`config.mk`:
```
export PLATFORM = sky130hd
export DESIGN_NAME = ysyx_rob_flat
export DESIGN_NICKNAME = d
export VERILOG_FILES = /design/src/rtl/ysyx_rob_pkg.sv /design/src/rtl/ysyx_rob_if.sv /design/src/rtl/ysyx_rob_lookup.sv /design/src/rtl/ysyx_rob.sv /design/src/flat_wrapper.sv
export SDC_FILE = /design/constraint.sdc
export NUM_CORES = 1
export LEC_CHECK = 0
export CORE_MARGIN = 3
export CORE_UTILIZATION = 35
export CTS_BUF_LIST = sky130_fd_sc_hd__clkbuf_8
export DETAILED_ROUTE_END_ITERATION = 8
export PLACE_DENSITY_LB_ADDON = 0.3
export SYNTH_ARGS = -nofsm -noshare
export SYNTH_HDL_FRONTEND = slang
export SYNTH_SLANG_ARGS = --single-unit
```
`constraint.sdc`:
```
create_clock -name clock -period 7.3 [get_ports clock]
set_clock_uncertainty 0.1 [all_clocks]
set_input_delay 2.19 -clock clock [delete_from_list [all_inputs] [get_ports clock]]
set_output_delay 2.19 -clock clock [all_outputs]
set_load 0.02 [all_outputs]
```
`src/rtl/ysyx_rob_pkg.sv`:
```
// Shared ROB definitions: default sizes, entry layout and tag/index helpers.
// Tag 0 means "no producer"; every live tag is its entry index plus one.
`ifndef YSYX_ROB_SIZE
`define YSYX_ROB_SIZE 4
`endif
`ifndef YSYX_XLEN
`define YSYX_XLEN 32
`endif
`ifndef YSYX_REG_LEN
`define YSYX_REG_LEN 5
`endif

package ysyx_rob_pkg;
  localparam int unsigned DEF_ROB_SIZE = `YSYX_ROB_SIZE;
  localparam int unsigned DEF_XLEN     = `YSYX_XLEN;
  localparam int unsigned REG_LEN      = `YSYX_REG_LEN;
  localparam int unsigned ROB_IDX_W    = $clog2(DEF_ROB_SIZE);
  localparam int unsigned ROB_TAG_W    = ROB_IDX_W + 1;

  typedef logic [ROB_IDX_W-1:0] rob_idx_t;
  typedef logic [ROB_TAG_W-1:0] rob_tag_t;

  typedef struct packed {
    logic                busy;
    logic                done;
    logic [REG_LEN-1:0]  rd;
    logic [DEF_XLEN-1:0] pc;
    logic [DEF_XLEN-1:0] result;
    logic [DEF_XLEN-1:0] npc;
    logic                pc_change;
    logic                ebreak;
    logic                csr_wen;
    logic [11:0]         csr_addr;
    logic [DEF_XLEN-1:0] csr_wdata;
  } rob_entry_t;

  function automatic rob_idx_t tag_to_idx(input rob_tag_t tag);
    return rob_idx_t'(tag - 1'b1);
  endfunction

  function automatic rob_tag_t idx_to_tag(input rob_idx_t idx);
    return rob_tag_t'({1'b0, idx}) + 1'b1;
  endfunction
endpackage

```
`src/rtl/ysyx_rob_if.sv`:
```
// EXU writeback pipe into the ROB; the producer drives, the ROB listens.
interface exu_pipe_if #(
  parameter int unsigned TAG_W = 3,
  parameter int unsigned XLEN  = 32
);
  logic             valid;
  logic [TAG_W-1:0] dest;
  logic [XLEN-1:0]  result;
  logic [XLEN-1:0]  npc;
  logic             pc_change;
  logic             ebreak;
  logic             csr_wen;
  logic [11:0]      csr_addr;
  logic [XLEN-1:0]  csr_wdata;

  modport master (output valid, dest, result, npc, pc_change, ebreak, csr_wen, csr_addr, csr_wdata);
  modport slave  (input  valid, dest, result, npc, pc_change, ebreak, csr_wen, csr_addr, csr_wdata);
  modport out    (output valid, dest, result, npc, pc_change, ebreak, csr_wen, csr_addr, csr_wdata);
  modport in     (input  valid, dest, result, npc, pc_change, ebreak, csr_wen, csr_addr, csr_wdata);
endinterface

```
`src/rtl/ysyx_rob_lookup.sv`:
```
// One operand-tag lookup port; a same-cycle writeback to the tag wins over the entry.
module ysyx_rob_lookup #(
  parameter int unsigned TAG_W = 3,
  parameter int unsigned XLEN  = 32
) (
  input  logic [TAG_W-1:0] tag,
  input  logic             wb_valid,
  input  logic [TAG_W-1:0] wb_dest,
  input  logic [XLEN-1:0]  wb_result,
  input  logic             ent_done,
  input  logic [XLEN-1:0]  ent_result,
  output logic             ready,
  output logic [XLEN-1:0]  data
);
  always_comb begin
    ready = 1'b1;
    data  = '0;
    if (tag != '0) begin
      if (wb_valid && (wb_dest == tag)) begin
        data = wb_result;
      end else begin
        ready = ent_done;
        data  = ent_result;
      end
    end
  end
endmodule

```
`src/rtl/ysyx_rob.sv`:
```
// In-order reorder buffer: allocates tags at dispatch, collects out-of-order
// writebacks, and retires one instruction per cycle with flush/halt handling.
module ysyx_rob import ysyx_rob_pkg::*; #(
  parameter int unsigned ROB_SIZE = `YSYX_ROB_SIZE,
  parameter int unsigned XLEN     = `YSYX_XLEN,
  parameter int unsigned TAG_W    = $clog2(ROB_SIZE) + 1
) (
  input  logic                     clock,
  input  logic                     reset,
  input  logic                     disp_valid,
  output logic                     disp_ready,
  input  logic [`YSYX_REG_LEN-1:0] disp_rd,
  input  logic [XLEN-1:0]          disp_pc,
  output logic [TAG_W-1:0]         disp_tag,
  exu_pipe_if.in                   exu,
  input  logic [TAG_W-1:0]         q1_tag,
  input  logic [TAG_W-1:0]         q2_tag,
  output logic                     q1_ready,
  output logic                     q2_ready,
  output logic [XLEN-1:0]          q1_data,
  output logic [XLEN-1:0]          q2_data,
  output logic                     cm_valid,
  output logic [`YSYX_REG_LEN-1:0] cm_rd,
  output logic [XLEN-1:0]          cm_data,
  output logic [TAG_W-1:0]         cm_tag,
  output logic [XLEN-1:0]          cm_pc,
  output logic                     cm_csr_wen,
  output logic [11:0]              cm_csr_addr,
  output logic [XLEN-1:0]          cm_csr_wdata,
  output logic                     flush,
  output logic [XLEN-1:0]          flush_npc,
  output logic                     halt
);
  localparam int unsigned IDX_W = $clog2(ROB_SIZE);

  rob_entry_t       entries [ROB_SIZE];
  logic [IDX_W-1:0] head, tail;
  logic [TAG_W-1:0] count;
  rob_entry_t       head_e, q1_e, q2_e;
  logic [IDX_W-1:0] wb_idx;
  logic             disp_fire, wb_hit, commit;

  assign head_e = entries[head];
  assign q1_e   = entries[tag_to_idx(q1_tag)];
  assign q2_e   = entries[tag_to_idx(q2_tag)];
  assign wb_idx = tag_to_idx(exu.dest);

  // Registered state only: a slot freed by this cycle's commit is not reusable yet,
  // and nothing is allocated while the redirect is being presented.
  assign disp_ready = (count != TAG_W'(ROB_SIZE)) && !halt && !flush;
  assign disp_tag   = idx_to_tag(tail);
  assign disp_fire  = disp_valid && disp_ready;
  assign wb_hit     = exu.valid && (exu.dest != '0) && entries[wb_idx].busy;
  assign commit     = !halt && head_e.busy && head_e.done;

  always_ff @(posedge clock or negedge reset) begin
    if (!reset) begin
      for (int unsigned i = 0; i < ROB_SIZE; i++) entries[i] <= '0;
      head         <= '0;
      tail         <= '0;
      count        <= '0;
      cm_valid     <= 1'b0;
      cm_rd        <= '0;
      cm_data      <= '0;
      cm_tag       <= '0;
      cm_pc        <= '0;
      cm_csr_wen   <= 1'b0;
      cm_csr_addr  <= '0;
      cm_csr_wdata <= '0;
      flush        <= 1'b0;
      flush_npc    <= '0;
      halt         <= 1'b0;
    end else begin
      cm_valid   <= 1'b0;
      cm_csr_wen <= 1'b0;
      flush      <= 1'b0;

      if (disp_fire) begin
        entries[tail].busy <= 1'b1;
        entries[tail].done <= 1'b0;
        entries[tail].rd   <= disp_rd;
        entries[tail].pc   <= disp_pc;
        tail               <= tail + 1'b1;
      end

      if (wb_hit) begin
        entries[wb_idx].done      <= 1'b1;
        entries[wb_idx].result    <= exu.result;
        entries[wb_idx].npc       <= exu.npc;
        entries[wb_idx].pc_change <= exu.pc_change;
        entries[wb_idx].ebreak    <= exu.ebreak;
        entries[wb_idx].csr_wen   <= exu.csr_wen;
        entries[wb_idx].csr_addr  <= exu.csr_addr;
        entries[wb_idx].csr_wdata <= exu.csr_wdata;
      end

      if (commit) begin
        cm_valid           <= 1'b1;
        cm_rd              <= head_e.rd;
        cm_data            <= head_e.result;
        cm_tag             <= idx_to_tag(head);
        cm_pc              <= head_e.pc;
        cm_csr_wen         <= head_e.csr_wen;
        cm_csr_addr        <= head_e.csr_addr;
        cm_csr_wdata       <= head_e.csr_wdata;
        entries[head].busy <= 1'b0;
        head               <= head + 1'b1;
        if (head_e.ebreak) halt <= 1'b1;
        if (head_e.pc_change) begin
          flush     <= 1'b1;
          flush_npc <= head_e.npc;
        end
      end

      case ({disp_fire, commit})
        2'b10:   count <= count + 1'b1;
        2'b01:   count <= count - 1'b1;
        default: count <= count;
      endcase

      // A redirect overrides every update above, including a same-cycle dispatch.
      if (commit && head_e.pc_change) begin
        for (int unsigned i = 0; i < ROB_SIZE; i++) begin
          entries[i].busy <= 1'b0;
          entries[i].done <= 1'b0;
        end
        head  <= '0;
        tail  <= '0;
        count <= '0;
      end
    end
  end

  ysyx_rob_lookup #(.TAG_W(TAG_W), .XLEN(XLEN)) u_q1 (
    .tag(q1_tag), .wb_valid(exu.valid), .wb_dest(exu.dest), .wb_result(exu.result),
    .ent_done(q1_e.done), .ent_result(q1_e.result), .ready(q1_ready), .data(q1_data)
  );

  ysyx_rob_lookup #(.TAG_W(TAG_W), .XLEN(XLEN)) u_q2 (
    .tag(q2_tag), .wb_valid(exu.valid), .wb_dest(exu.dest), .wb_result(exu.result),
    .ent_done(q2_e.done), .ent_result(q2_e.result), .ready(q2_ready), .data(q2_data)
  );
endmodule

```
`src/flat_wrapper.sv`:
```
// flat-port wrapper written by rule: the top's interface ports become plain ports
module ysyx_rob_flat import ysyx_rob_pkg::*;
#(
  parameter int unsigned ROB_SIZE = `YSYX_ROB_SIZE,
  parameter int unsigned XLEN     = `YSYX_XLEN,
  parameter int unsigned TAG_W    = $clog2(ROB_SIZE) + 1
)
  (clock, reset, disp_valid, disp_ready, disp_rd, disp_pc, disp_tag, q1_tag, q2_tag, q1_ready, q2_ready, q1_data, q2_data, cm_valid, cm_rd, cm_data, cm_tag, cm_pc, cm_csr_wen, cm_csr_addr, cm_csr_wdata, flush, flush_npc, halt, exu_valid, exu_dest, exu_result, exu_npc, exu_pc_change, exu_ebreak, exu_csr_wen, exu_csr_addr, exu_csr_wdata);
  exu_pipe_if #(.TAG_W(TAG_W), .XLEN(XLEN)) exu_i ();
  input  logic clock;
  input  logic reset;
  input  logic disp_valid;
  output logic disp_ready;
  input  logic [`YSYX_REG_LEN-1:0] disp_rd;
  input  logic [XLEN-1:0] disp_pc;
  output logic [TAG_W-1:0] disp_tag;
  input  logic [TAG_W-1:0] q1_tag;
  input  logic [TAG_W-1:0] q2_tag;
  output logic q1_ready;
  output logic q2_ready;
  output logic [XLEN-1:0] q1_data;
  output logic [XLEN-1:0] q2_data;
  output logic cm_valid;
  output logic [`YSYX_REG_LEN-1:0] cm_rd;
  output logic [XLEN-1:0] cm_data;
  output logic [TAG_W-1:0] cm_tag;
  output logic [XLEN-1:0] cm_pc;
  output logic cm_csr_wen;
  output logic [11:0] cm_csr_addr;
  output logic [XLEN-1:0] cm_csr_wdata;
  output logic flush;
  output logic [XLEN-1:0] flush_npc;
  output logic halt;
  input wire logic [$bits(exu_i.valid)-1:0] exu_valid;
  input wire logic [$bits(exu_i.dest)-1:0] exu_dest;
  input wire logic [$bits(exu_i.result)-1:0] exu_result;
  input wire logic [$bits(exu_i.npc)-1:0] exu_npc;
  input wire logic [$bits(exu_i.pc_change)-1:0] exu_pc_change;
  input wire logic [$bits(exu_i.ebreak)-1:0] exu_ebreak;
  input wire logic [$bits(exu_i.csr_wen)-1:0] exu_csr_wen;
  input wire logic [$bits(exu_i.csr_addr)-1:0] exu_csr_addr;
  input wire logic [$bits(exu_i.csr_wdata)-1:0] exu_csr_wdata;
  assign exu_i.valid = exu_valid;
  assign exu_i.dest = exu_dest;
  assign exu_i.result = exu_result;
  assign exu_i.npc = exu_npc;
  assign exu_i.pc_change = exu_pc_change;
  assign exu_i.ebreak = exu_ebreak;
  assign exu_i.csr_wen = exu_csr_wen;
  assign exu_i.csr_addr = exu_csr_addr;
  assign exu_i.csr_wdata = exu_csr_wdata;
  ysyx_rob #(.ROB_SIZE(ROB_SIZE), .XLEN(XLEN), .TAG_W(TAG_W)) u_core (.clock(clock), .reset(reset), .disp_valid(disp_valid), .disp_ready(disp_ready), .disp_rd(disp_rd), .disp_pc(disp_pc), .disp_tag(disp_tag), .exu(exu_i), .q1_tag(q1_tag), .q2_tag(q2_tag), .q1_ready(q1_ready), .q2_ready(q2_ready), .q1_data(q1_data), .q2_data(q2_data), .cm_valid(cm_valid), .cm_rd(cm_rd), .cm_data(cm_data), .cm_tag(cm_tag), .cm_pc(cm_pc), .cm_csr_wen(cm_csr_wen), .cm_csr_addr(cm_csr_addr), .cm_csr_wdata(cm_csr_wdata), .flush(flush), .flush_npc(flush_npc), .halt(halt));
endmodule
```
# Word level (Yosys, flattened, before mapping)
# Index checks and enable logic that the tools add are counted.
# op_classes
reduce_logical	23
n_lt_le_gt_ge	8
eq_ne	5
add_sub_neg	9
n_mux	76
n_bitwise	5
# op_table
cell	n
$bwmux W600	13
$demux W150 S2	13
$mux W600	3
$bmux W150 S2	4
$mux W150	6
$mux W149	6
$mux W32	5
$mux W148	1
$mux W143	1
$mux W111	1
$mux W79	1
$mux W47	1
$mux W46	1
$mux W45	1
$mux W44	1
$mux W2	8
$ge A3 B3 Y1 const B	5
$not A2 Y3	5
$logic_and A1 B1 Y1	13
$reduce_bool A3 Y1	4
$lt A3 B1 Y1 const B	3
$mux W1	8
$add A2 B1 Y3 const B	2
$eq A3 B3 Y1	2
12 further kinds	18
# word_totals
ff_bits	759
in_bits	161

# Depth between registers and ports, before layout
# logic_depth
depth_word	22
depth_mapped	11
mapped_depth_nobuf	9

# By module
# Synthesis repeated with hierarchy kept, for this count alone.
# hier_totals
hier_cells	2162
area_unflattened_um2	35382.7
# modules_own_cells
mod	seq_area_each_um2	instances	area_per_inst_um2	cells_each
ysyx_rob	18993.2	1	33943.8	1934
ysyx_rob_lookup	0.0	2	719.4	114

# Least setup slack after synthesis
# OpenSTA, ideal clock, no wires.
# synth_path
path_kind	input to output
startpoint	in q1_tag[0]
endpoint	out q1_data[1]
path_stages	9
required_ns	5.010
path_slack_ns	0.586
arrival_time_ns	4.424
path_cell_list	clkbuf_1 -> buf_2 -> inv_1 -> ha_1 -> clkbuf_1 -> clkbuf_1 -> mux4_2 -> nand2_1 -> a21oi_1
# synth_via
elab_chain_len	7
# synth_lines
item	line_no	text
start: declaration	flat_wrapper.sv:17	input logic [TAG_W-1:0] q1_tag;
$sub A2 B1 Y2	ysyx_rob_pkg.sv:38	return rob_idx_t'(tag - 1'b1);
$not A2 Y3 (not written as such)	ysyx_rob.sv:44	assign q1_e = entries[tag_to_idx(q1_tag)];
$bmux W150 S2	ysyx_rob.sv:44	
$mux W149 (not written as such) (2 in series)	ysyx_rob.sv:44	
$mux W32	ysyx_rob_lookup.sv:19	if (wb_valid && (wb_dest == tag)) begin
$mux W32 (*)	ysyx_rob_lookup.sv:18	if (tag != '0) begin
end: declaration	flat_wrapper.sv:21	output logic [XLEN-1:0] q1_data;
# Every way passes the cells marked *; elsewhere a longest branch is shown, timed or not. The select of a mux whose other input is x is not followed.

# Worst setup path after layout
# layout_path
startpoint	in q2_tag[1]
endpoint	out q2_ready
# layout_via
elab_chain_len	7
# layout_lines
item	line_no	text
start: declaration	flat_wrapper.sv:18	input logic [TAG_W-1:0] q2_tag;
$sub A2 B1 Y2	ysyx_rob_pkg.sv:38	
$not A2 Y3 (not written as such)	ysyx_rob.sv:45	assign q2_e = entries[tag_to_idx(q2_tag)];
$bmux W150 S2	ysyx_rob.sv:45	
$mux W149 (not written as such) (2 in series)	ysyx_rob.sv:45	
$mux W1	ysyx_rob_lookup.sv:19	
$mux W1 (*)	ysyx_rob_lookup.sv:18	
end: declaration	flat_wrapper.sv:20	output logic q2_ready;
# Marks and branches as above.

==> results_dict.tcl <==
set metrics [dict create \
    status "completed" \
    starting_density_of_the_core_pct 35.4 \
    post_cts_resized 0 \
    setup_viol_count_final 0 \
    min_period_ps 6840 \
    h-tree-depth 4 \
    post_placement_setup_slack_ps 441 \
    cts_setup_buffers 0 \
    seqPwrFrac_pct 40.1 \
    num-nets-final 2773 \
    n_fill_cell 8736 \
    syn2layout_area_growth_pct 22.7 \
    worst_pin_slew_ps 1010 \
    worst-endpoint-required_ps 5010 \
    crit_path_start_kind "input port" \
    synth_compound_gate_area_share_pct 1.30 \
    crit_type "input port to output pin" \
    post_synth_main_area_contributors "sky130_fd_sc_hd__dfrtp_1 (54%), sky130_fd_sc_hd__mux2_2 (21%), sky130_fd_sc_hd__mux4_2 (14%), sky130_fd_sc_hd__mux2_4 (3.1%), sky130_fd_sc_hd__nand2_1 (1.5%)" \
    synth-warning-count 0 \
    coreArea_sq_um 98700 \
    place.port_buffers 382 \
    setup_repair_after_global_routing_missed_its_margin "false" \
    internal_power_uw 13100 \
    grt_pass1_wl_um 142000 \
    clkPwrFrac_pct 21.0 \
    yosysSeqAreaShare_pct 54.3 \
    cts-hold-fix-buffers 0 \
    setup_ws_ps 456 \
    fin_total_pwr_uw 19300 \
    hp-class "register to register" \
    post_synthesis_share_of_cell_area_spent_on_full_adders_half_adders_and_majority_gates_pct 0.594 \
    synthesis.nets 2362 \
    avgSynthCellArea_sq_um 16.0 \
    grt_antenna_before_repair 14 \
    via_count 20922 \
    synthDistinctLibCells 38 \
    multi_input_area_sq_um 15100 \
    grtUsageTotal_pct 17.9 \
    clock_tree.buffer_depth 3 \
    yosys.area.top_type "sky130_fd_sc_hd__dfrtp_1" \
    maxCapViolations 0 \
    dp.final_hpwl_um 56900 \
    synth_top_area_share_pct 54.3 \
    floorplan.io_pins 383 \
    die-area_sq_um 104000 \
    die_x_um 322 \
    yosys.area_share.simple_pct 2.22 \
    power_per_cell_area_nw_per_um2 449 \
    final_cell_mix "sky130_fd_sc_hd__dfrtp_1 (757), sky130_fd_sc_hd__mux2_2 (660), sky130_fd_sc_hd__clkdlybuf4s50_1 (379)" \
    cts_root_buf "sky130_fd_sc_hd__clkbuf_8" \
    nature_of_the_critical_path_endpoint "output pin" \
    finalHoldViolations 0 \
    ir_drop_worst_case_vdd_mv 0.231 \
    tritoncts "yes" \
    ant_nets 0 \
    share_comb_of_total_power_pct 38.9 \
    drc 0 \
    synthesis.instances 2185 \
    global_route.overflow_total 0 \
    layout_commonest_cell "sky130_fd_sc_hd__dfrtp_1" \
    grt_pass1_vias 23829 \
    yosys-mux-area-fraction_pct 38.7 \
    floorplan.die.height_um 322 \
    tritoncts.num_buffers 143 \
    synth-xor-area-share_pct 0.200 \
    detailed_routing_iterations_pass_1 5 \
    clock-sinks 759 \
    setup-tns-final_ps 0 \
    viasPerCell 5.24 \
    wl_um 92400 \
    clock_latency_ps 790 \
    cell_area_after_synthesis_sq_um 34900 \
    initialDrtViolationCount 1253 \
    cellLeakagePower_uw 0.0181 \
    cp_data_arrival_time_ps 4550 \
    grt_start_max_net_pins 180 \
    timing.fmax_mhz 146 \
    synth.ff_latch_count 759 \
    avgRoutedWirePerCell_um 23.2 \
    timing.max_slew.rel_slack_pct 32.5 \
    post-route-period-util_pct 93.8 \
    clk_transition_reported_paths_ps 60 \
    timing.final.max_slew_violations 0 \
    num_rows 115 \
    p_sw_share_pct 32.2 \
    sequential_cell_area_sq_um 19000 \
    timing.critical_path.fanout_max 33 \
    gp_routability_congestion 0.778 \
    share_of_cells_above_drive_strength_1_pct 44.8 \
    netSwitchingPower_uw 6210 \
    largest_family_of_logic_cells_by_synthesized_area "multiplexers" \
]
## worst max-delay path, cell delays in order
cell and delay (ps):
sky130_fd_sc_hd__clkdlybuf4s50_1 500, sky130_fd_sc_hd__inv_1 70, sky130_fd_sc_hd__ha_1 320, sky130_fd_sc_hd__buf_12 250
sky130_fd_sc_hd__mux4_2 340, sky130_fd_sc_hd__or3_1 320, sky130_fd_sc_hd__clkdlybuf4s50_1 550
## worst paths after layout
path,startpoint,endpoint,cells past startpoint,slack [ps]
setup / recovery,q2_tag[1],q2_ready,7,460
hold / removal,u_core.cm_pc[16],u_core.cm_pc[16],1,390
setup reg to reg,u_core.head[1],u_core.cm_csr_wdata[24],6,3260
hold reg to reg,u_core.cm_pc[16],u_core.cm_pc[16],1,390
max in group asynchronous,reset,u_core.cm_pc[15],2,4280
min in group asynchronous,reset,asynchronous set/reset pin,1,1320
## cell usage after synthesis
cell type / instances
sky130_fd_sc_hd__nand3b_1: 1
sky130_fd_sc_hd__inv_1: 15
sky130_fd_sc_hd__inv_2: 2
sky130_fd_sc_hd__or4_1: 2
sky130_fd_sc_hd__mux2_4: 71
sky130_fd_sc_hd__a31oi_1: 1
sky130_fd_sc_hd__buf_1: 6
sky130_fd_sc_hd__or3_1: 2
sky130_fd_sc_hd__and2_1: 5
sky130_fd_sc_hd__and3_1: 3
sky130_fd_sc_hd__mux2i_1: 1
sky130_fd_sc_hd__a21oi_1: 73
sky130_fd_sc_hd__ha_1: 15
sky130_fd_sc_hd__or3b_2: 1
sky130_fd_sc_hd__nand4_1: 3
sky130_fd_sc_hd__buf_2: 59
sky130_fd_sc_hd__and4_1: 2
sky130_fd_sc_hd__nand2_1: 143
sky130_fd_sc_hd__dfrtp_1: 759
sky130_fd_sc_hd__clkbuf_1: 47
sky130_fd_sc_hd__nor2b_1: 2
sky130_fd_sc_hd__a2bb2oi_1: 3
sky130_fd_sc_hd__mux4_2: 217
sky130_fd_sc_hd__buf_6: 10
sky130_fd_sc_hd__o21ai_0: 4
sky130_fd_sc_hd__mux2_2: 660
sky130_fd_sc_hd__xnor2_1: 8
sky130_fd_sc_hd__mux2_1: 10
sky130_fd_sc_hd__nor2_1: 6
sky130_fd_sc_hd__a211oi_1: 2
sky130_fd_sc_hd__buf_4: 36
sky130_fd_sc_hd__a2111o_1: 1
sky130_fd_sc_hd__nand2b_1: 3
sky130_fd_sc_hd__nor3b_1: 2
sky130_fd_sc_hd__nor3_1: 3
sky130_fd_sc_hd__a211o_1: 1
sky130_fd_sc_hd__nand3_1: 5
sky130_fd_sc_hd__fa_1: 1
## per-layer routing
layer / global-route usage, % / share of wire (%)
met1: 21.1 / 40
met2: 30.7 / 51
met3: 5.07 / 6.1
met4: 7.71 / 3.4
met5: 0 / 0.051
## final cells by class
type | instances | share of cell area [%]
antenna | 9 | 0.0525
clock buffer | 169 | 5.42
clock inverter | 73 | 1.06
inverter | 17 | 0.160
multi-input combinational | 1251 | 35.2
sequential | 759 | 44.3
tap | 1287 | 3.76
timing repair buffer | 424 | 10.1
## stage by stage
stage	utilization [%]	cell area, sq um	std cells	hold slack (ps)
CTS	43.4	42900	3980	392
detailed placement	40.6	40100	3738	378
global placement	40.6	40100	3738	365
global route	43.4	42900	3986	405
floorplan	-	34900	2185	374
finish	43.4	42900	3989	389
## power by group through the flow
stage          Combinational (uW)  Clock, uW  Sequential [uW]
2_1_floorplan                4860          0             7640
3_3_place_gp                 7410          0             7570
3_5_place_dp                 7600          0             7790
4_1_cts                      7630       4210             7730
5_1_grt                      8010       4400             8000
6_report                     7500       4040             7730
## kinds of logic (layout without fill, tap and decap cells)
kind of cell,after synthesis,count (layout)
adder cells (fa/ha/maj),16,16
AO/OA/AOI/OAI,85,85
XOR/XNOR,8,8
buffers and inverters,175,683
AND/OR/NAND/NOR,183,183
flip-flops,759,759
multiplexers,959,959
other,0,9
(Power assumes the default switching activity.)
